<file path="src/rtl/uart_tx_if.sv">
// Parallel-side handshake and serial line of the UART transmitter.
// The system side drives the word and its framing options. The
// transmitter drives the line and the busy flag back.
interface uart_tx_if #(
   parameter int DATA_WIDTH = 8
);

   logic [DATA_WIDTH-1:0] P_DATA;      // word to send
   logic                  DATA_VALID;  // one-cycle strobe qualifying P_DATA/PAR_EN/PAR_TYP
   logic                  PAR_EN;      // 1 = append a parity bit
   logic                  PAR_TYP;     // 0 = even, 1 = odd
   logic                  TX_OUT;      // serial line, idle high
   logic                  Busy;        // high while a frame is on TX_OUT

   // System / FIFO side: supplies words and watches the line.
   modport master (
      output P_DATA,
      output DATA_VALID,
      output PAR_EN,
      output PAR_TYP,
      input  TX_OUT,
      input  Busy
   );

   // Transmitter side: consumes words and drives the line.
   modport slave (
      input  P_DATA,
      input  DATA_VALID,
      input  PAR_EN,
      input  PAR_TYP,
      output TX_OUT,
      output Busy
   );

endinterface : uart_tx_if

</file>
<file path="src/rtl/uart_tx_top.sv">
// UART transmitter core. CLK is already the bit clock, so the core sends
// one bit per cycle. A frame is: start (0), DATA_WIDTH data bits sent LSB
// first, an optional parity bit, and stop (1). The word and its options
// are captured on the accepting edge. A strobe that arrives mid-frame is
// ignored. The line value and Busy come straight from flops, so TX_OUT
// lags the FSM state by one edge.
module uart_tx_top #(
   parameter int DATA_WIDTH = 8
) (
   input  logic      CLK,
   input  logic      RST,     // asynchronous, active low
   uart_tx_if.slave  bus
);

   // Counter width covering 0..DATA_WIDTH-1.
   localparam int CNT_W = (DATA_WIDTH > 1) ? $clog2(DATA_WIDTH) : 1;
   localparam logic [CNT_W-1:0] LAST_BIT = CNT_W'(DATA_WIDTH - 1);

   typedef enum logic [2:0] {
      S_IDLE   = 3'd0,
      S_START  = 3'd1,
      S_DATA   = 3'd2,
      S_PARITY = 3'd3,
      S_STOP   = 3'd4
   } state_e;

   state_e                state_q,   state_d;
   logic [DATA_WIDTH-1:0] data_q,    data_d;
   logic                  par_en_q,  par_en_d;
   logic                  par_typ_q, par_typ_d;
   logic [CNT_W-1:0]      bit_cnt_q, bit_cnt_d;
   logic                  tx_q,      tx_d;
   logic                  busy_q,    busy_d;

   logic                  par_bit;
   logic                  mux_bit;

   // State, capture registers and bit counter.
   // NOTE: the whole datapath is a few flops, not a memory array, so every
   // register gets an async reset. The line is idle and the word is clean
   // straight out of reset or after a reset in the middle of a frame.
   always_ff @(posedge CLK or negedge RST) begin
      if (!RST) begin
         state_q   <= S_IDLE;
         data_q    <= '0;
         par_en_q  <= 1'b0;
         par_typ_q <= 1'b0;
         bit_cnt_q <= '0;
      end else begin
         // NOTE: use non-blocking assignments for every flop. All registers
         // then update together from values sampled before the edge.
         state_q   <= state_d;
         data_q    <= data_d;
         par_en_q  <= par_en_d;
         par_typ_q <= par_typ_d;
         bit_cnt_q <= bit_cnt_d;
      end
   end

   // Next-state logic. Capture happens only in IDLE, which makes any
   // mid-frame strobe or input change invisible to the current frame.
   always_comb begin
      // NOTE: give every output a hold value first. Each branch then only
      // overrides what changes, and no path can infer a latch.
      state_d   = state_q;
      data_d    = data_q;
      par_en_d  = par_en_q;
      par_typ_d = par_typ_q;
      bit_cnt_d = bit_cnt_q;

      unique case (state_q)
         S_IDLE: begin
            if (bus.DATA_VALID) begin
               data_d    = bus.P_DATA;
               par_en_d  = bus.PAR_EN;
               par_typ_d = bus.PAR_TYP;
               bit_cnt_d = '0;
               state_d   = S_START;
            end
         end
         S_START: begin
            bit_cnt_d = '0;
            state_d   = S_DATA;
         end
         S_DATA: begin
            if (bit_cnt_q == LAST_BIT) begin
               bit_cnt_d = '0;
               state_d   = par_en_q ? S_PARITY : S_STOP;
            end else begin
               bit_cnt_d = bit_cnt_q + 1'b1;
            end
         end
         S_PARITY: begin
            state_d = S_STOP;
         end
         S_STOP: begin
            // Return to IDLE. No new word is accepted directly from STOP.
            state_d = S_IDLE;
         end
         default: begin
            state_d   = S_IDLE;
            bit_cnt_d = '0;
         end
      endcase
   end

   // Parity of the captured word. Even parity is the plain XOR. Odd
   // parity is its complement.
   always_comb begin
      par_bit = par_typ_q ? ~(^data_q) : (^data_q);
   end

   // Output mux: the line value belonging to the current state.
   always_comb begin
      mux_bit = 1'b1;
      unique case (state_q)
         S_IDLE:   mux_bit = 1'b1;
         S_START:  mux_bit = 1'b0;
         S_DATA:   mux_bit = data_q[bit_cnt_q];
         S_PARITY: mux_bit = par_bit;
         S_STOP:   mux_bit = 1'b1;
         default:  mux_bit = 1'b1;
      endcase
   end

   // Next values for the output stage. Busy covers every state that puts
   // a frame bit on the line.
   always_comb begin
      tx_d   = mux_bit;
      busy_d = (state_q != S_IDLE);
   end

   // Registered output stage. Reset forces the line idle immediately.
   always_ff @(posedge CLK or negedge RST) begin
      if (!RST) begin
         tx_q   <= 1'b1;
         busy_q <= 1'b0;
      end else begin
         tx_q   <= tx_d;
         busy_q <= busy_d;
      end
   end

   assign bus.TX_OUT = tx_q;
   assign bus.Busy   = busy_q;

endmodule : uart_tx_top

</file>
<file path="src/flat_wrapper.sv">
// flat-port wrapper written by rule: the top's interface ports become plain ports
module uart_tx_top_flat 
#(
   parameter int DATA_WIDTH = 8
)
  (CLK, RST, bus_P_DATA, bus_DATA_VALID, bus_PAR_EN, bus_PAR_TYP, bus_TX_OUT, bus_Busy);
  uart_tx_if #(.DATA_WIDTH(DATA_WIDTH)) bus_i ();
  input  logic CLK;
  input  logic RST;
  input wire logic [$bits(bus_i.P_DATA)-1:0] bus_P_DATA;
  input wire logic [$bits(bus_i.DATA_VALID)-1:0] bus_DATA_VALID;
  input wire logic [$bits(bus_i.PAR_EN)-1:0] bus_PAR_EN;
  input wire logic [$bits(bus_i.PAR_TYP)-1:0] bus_PAR_TYP;
  output wire logic [$bits(bus_i.TX_OUT)-1:0] bus_TX_OUT;
  output wire logic [$bits(bus_i.Busy)-1:0] bus_Busy;
  assign bus_i.P_DATA = bus_P_DATA;
  assign bus_i.DATA_VALID = bus_DATA_VALID;
  assign bus_i.PAR_EN = bus_PAR_EN;
  assign bus_i.PAR_TYP = bus_PAR_TYP;
  assign bus_TX_OUT = bus_i.TX_OUT;
  assign bus_Busy = bus_i.Busy;
  uart_tx_top #(.DATA_WIDTH(DATA_WIDTH)) u_core (.CLK(CLK), .RST(RST), .bus(bus_i));
endmodule
</file>
<file path="config.mk">
export PLATFORM = sky130hd
export DESIGN_NAME = uart_tx_top_flat
export DESIGN_NICKNAME = d
export VERILOG_FILES = /design/src/rtl/uart_tx_if.sv /design/src/rtl/uart_tx_top.sv /design/src/flat_wrapper.sv
export SDC_FILE = /design/constraint.sdc
export NUM_CORES = 1
export LEC_CHECK = 0
export BUFFER_PORTS_ARGS = -buffer_cell sky130_fd_sc_hd__buf_4
export CORE_MARGIN = 2
export CORE_UTILIZATION = 30
export CTS_CLUSTER_SIZE = 28
export DETAILED_ROUTE_END_ITERATION = 8
export HOLD_SLACK_MARGIN = 0.02
export PLACE_DENSITY = 0.45
export SYNTH_ARGS = -nofsm -noshare
export SYNTH_HDL_FRONTEND = slang
export SYNTH_SLANG_ARGS = --single-unit
export TNS_END_PERCENT = 1
</file>
<file path="constraint.sdc">
create_clock -name CLK -period 2.5 [get_ports CLK]
set_input_delay 0.25 -clock CLK [delete_from_list [all_inputs] [get_ports CLK]]
set_output_delay 0.25 -clock CLK [all_outputs]
set_load 0.01 [all_outputs]
</file>
**Yosys cells after proc, flatten, opt, wreduce, memory -nomap -nowiden**

Index checks and enable logic that the tools add are counted.

- Register bits: 18
- Word-level logic and storage cells: 36
- Input port bits: 13
- Output and inout port bits: 2

- Reduce and logical (&&, ||, !) cells: 7
- Eq/ne operators: 7
- $lt $le $gt $ge: 1
- Multiplexer cells: 11
- Add/sub/neg operators: 1
- Bitwise operators: 2

Operators with widths:

| kind | number |
|---|---|
| 2-to-1 mux 3 bit | 5 |
| one-hot mux 3 bit (4 select lines) | 1 |
| one-hot mux 3 bit (3 select lines) | 1 |
| XOR reduction 8 bit | 1 |
| == test 3 x 2 -> 1 bit (second input constant) | 2 |
| == test 3 bit (second input constant) | 2 |
| AND reduction 2 bit | 3 |
| less-than comparator 3 x 4 -> 1 bit (second input constant) | 1 |
| adder 3 x 1 -> 3 bit (second input constant) | 1 |
| binary-select mux 1 bit (select 3 bit) | 1 |
| == test 3 x 1 -> 1 bit (second input constant) | 1 |
| zero test 3 bit | 1 |
| one-hot mux 1 bit (3 select lines) | 1 |
| nonzero test 3 bit | 1 |
| 2-to-1 mux 1 bit | 2 |
| != test 2 x 1 -> 1 bit (second input constant) | 1 |
| != test 2 bit (second input constant) | 1 |
| NOT 1 bit | 2 |
| OR reduction 2 bit | 1 |

**Longest topological paths before layout**

- Depth in word-level cells: 4
- Gate-level depth with buffers: 5
- Depth with buffers taken out: 5

**Worst setup path before layout**

OpenSTA, ideal clock, no wires.

- Path kind: register -> register
- Start: register u_core.state_q[1]
- End: register u_core.data_q[0]
- Data arrival time: 1.440 ns
- Clock period less this slack: 1.565 ns
- Setup slack: 0.935 ns
- Data required time: 2.375 ns
- Cell stages (with the launch flop): 5
- Path buffers: 1
- Library setup time: 0.125 ns
- Cell sequence: dfrtp_1 > or3_4 > nor2_1 > buf_4 > mux2_2

- Word-level cells in the longest chain between the ends: 2

RTL lines:

| what | line | text |
|---|---|---|
| start, declared | uart_tx_top.sv:27 | `state_e state_q, state_d;` |
| start signal, assigned | uart_tx_top.sv:52 | `state_q <= state_d;` |
| zero test 3 bit | uart_tx_top.sv:71 | `unique case (state_q)` |
| AND reduction 2 bit (no source line) | n/a |  |
| end signal, assigned | uart_tx_top.sv:53 | `data_q <= data_d;` |
| end, declared | uart_tx_top.sv:28 | `logic [DATA_WIDTH-1:0] data_q, data_d;` |

Every way passes these cells.
A chain may end at the register's enable or synchronous reset.

**Worst setup path in the final report**

- Start: register u_core.state_q[0]
- End: register u_core.data_q[2]

Same word-level chain as after synthesis.

==> impl_results.md <==
* Cell family with most CP delay: flip-flops
* Buf+Inv Stages, Crit Path at 1
* Std cell rows at 19
* Die Y at between 50 and 60 microns
* DR iter-0 viols at 7
* Syn avg cell area at 12.2 sq um
* Peak supply drop at slightly below 0.0006 V
* Worst EP required at 2.69 ns
* Slew @ Worst Pin at approximately 0.38 ns
* Total Nets Final at approximately 110
* Max cap viols at 0
* Initial Utilization at 0.323
* Hpwl dp at about 1200 microns
* Crit path DAT at about 1.9 ns
* Post-synth EDFFs at 0
* Violated checks: design-rule violations
* Post-route antenna net violation count at 0
* Synth Register Bits at 18
* CTS tree: built
* Longest Clk Path Bufs at 2
* CTS resizes at 0
* H-tree depth at 1
* Final worst-path cycle share at 0.676
* Die X-Extent at around 59 microns
* CP max-delay cell: dfrtp_1
* I/O Buffers at 14
* Via count at 602
* Path type of the worst setup path: reg -> reg
* Slew HR at 0.748
* CP max stage delay at between 0.5 and 0.6 ns
* Max Slew Vio Count at 0
* GRT Residual Overflow at 0
* Drt wl/cell at roughly 13 microns
* First-pass DRT Iterations at 5
* Setup TNS at 0 ns
* F_max at between 500 and 600 MHz
* Most common cell after layout, fill and taps aside: dfrtp_1
* Most frequent cells in the layout: 17 x dfrtp_1, 15 x buf_4, 10 x mux2_2, 7 x nand2_1
* Die area at between 0.003 and 0.004 sq mm
* Num CTS Buffers at 3
* Fin crit period at around 1.7 ns
* Cell variety after synth at 24
* # clock sinks at 18
* Primary FF master, synth: dfrtp_1
* Ys async rst share at 1.00
* Syn Nets at between 80 and 90
* Pre-CTS WS at between 0.8 and 0.9 ns
* Largest net degree at the start of global routing at 19
* First-pass GRT wire length at between 2000 and 3000 microns
* Finished Layout Cells at between 100 and 150
* Unrepaired setup endpoints after global routing: false
* Syn. warnings at 0
* Root Driver: clkbuf_4
* Final Hold Fails at 0
* Filler cell count at approximately 280
* Post-synthesis cell count at between 70 and 80
* DRC violations left at 1
* Antenna cell count at 0
* Drt total wl at around 1600 microns
* Clock Pin Slew Worst Setup and Hold Paths at 0.10 ns
* Core Box Area at between 0.002 and 0.003 sq mm
* Area grow syn2layout at 19.5%
* GRT Util Overall at 0.113
* Num ports at 15
* Lkg Pwr at 0.482 nW
* Hold/Removal Path Class: in -> reg
* Initial antenna violation count at 0
* Crit. End Element: flop
* Status: complete, but fails checks
* Fraction of layout cells with a size suffix above 1 at 0.326
* CP Launch Type: flop
* Number of vias per cell at approximately 4.9
* Max FO, Critical Path at 12
* Setup violators final at 0
* Setup ws final at 0.811 ns
* PwrDens at about 1200 mW/mm^2
* Dpl cells at about 120
* Seq/Total Area, Yosys at 0.499
* Skew final at ~0.0034 ns
* Vias in the first global route at about 600
* Synthesized area at 906 sq um
* GPL Wtd Cong at 0.731
* Cell Chain, Critical Path: or3_4, nor2_1, buf_4, mux2_2
* Clk_lat worst skew at 0.29 ns
layer usage:
metal  part of all wire  vias to the layer above  global-route usage  routed length (microns)
met5                  0                        -                   0                        0
met4              0.011                        0              0.0487                       18
met3              0.044                        2              0.0396                       71
met2               0.47                       11               0.171                      756
met1               0.47                      288               0.146                      764
li1                   -                      301                   -                        -
stage by stage:
step	area [sq um]	hold slack (ns)	power (mW)	utilization
final	1080	0.156	1.34	0.386
after global routing	1080	0.141	1.48	0.386
after CTS	1080	0.145	1.36	0.386
after detailed placement	1050	0.133	1.20	0.373
after global placement	1050	0.133	1.19	0.373
after floorplan	906	-0.0456	1.06	-
sequential cells by signal, indices dropped and copies added, names as in the netlist:
register	flops
u_core.data_q	8
u_core.par_en_q	1
u_core.bus.TX_OUT	1
u_core.state_q	3
u_core.bit_cnt_q	3
u_core.bus.Busy	1
u_core.par_typ_q	1
what timing repair did:
| action | 4_1_cts | 5_1_grt |
|---|---|---|
| setup buffers | 0 | 0 |
| hold buffers | 1 | 0 |
| hold endpoints to repair | 17 | 0 |
cells by family (layout without fill, tap and decap cells):
group                    after synthesis  after routing  synth area share
buffers and inverters                  6             24            0.0290
AND/OR/NAND/NOR                       16             16            0.0884
flip-flops                            18             18             0.499
adder cells (fa/ha/maj)                2              2            0.0276
AO/OA/AOI/OAI                         12             12            0.0787
XOR/XNOR                               6              6            0.0732
multiplexers                          14             14             0.204
worst paths after layout:
path                                               startpoint                               to  slack [ns]  depth (start not counted)
worst max register to register  u_core.state_q[0]$_DFFE_PN0P_     u_core.data_q[2]$_DFFE_PN0P_        0.81                          4
max in group asynchronous                                 RST      u_core.bus.TX_OUT$_DFF_PN1_        1.89                          2
worst min-delay path                               bus_PAR_EN      u_core.par_en_q$_DFFE_PN0P_        0.16                          3
min in group asynchronous                                 RST  u_core.bit_cnt_q[2]$_DFFE_PN0P_        0.34                          2
worst max-delay path            u_core.state_q[0]$_DFFE_PN0P_     u_core.data_q[2]$_DFFE_PN0P_        0.81                          4
worst min register to register  u_core.state_q[2]$_DFFE_PN0P_    u_core.state_q[1]$_DFFE_PN0P_        0.55                          1
cell usage after synthesis (2+ instances only):
cell     number  area, sq um
a21oi_1       4         20.0
dfrtp_1      17          425
ha_1          2         25.0
inv_1         4         15.0
mux2_2       10          113
mux2i_1       2         20.0
mux4_1        2         52.6
nand2_1       7         26.3
nor2_1        3         11.3
nor3b_1       2         15.0
o21ai_0       2         10.0
o22ai_1       4         25.0
xnor2_1       4         35.0
worst reg2reg max path, stage by stage, from the launching register on:
cell and delay [ns]:
dfrtp_1 0.52, or3_4 0.42, nor2_1 0.09, buf_4 0.19, mux2_2 0.36
cell type report:
cell class                      instances  area (sq um)  area share
Inverter                                4          15.0      0.0139
Sequential cell                        18           452       0.417
Timing Repair Buffer                   16           123       0.113
Tap cell                               31          38.8      0.0358
Clock buffer                            4          26.3      0.0243
Multi-Input combinational cell         50           428       0.395
report_power, final:
part           switching [mW]  total [mW]  leakage [nW]  internal [mW]
clock                  0.0903       0.152        0.0150         0.0621
sequential              0.142       0.572         0.219          0.430
combinational           0.222       0.613         0.247          0.391
total                   0.454        1.34         0.482          0.884
Power figures use the tool's default switching activity.
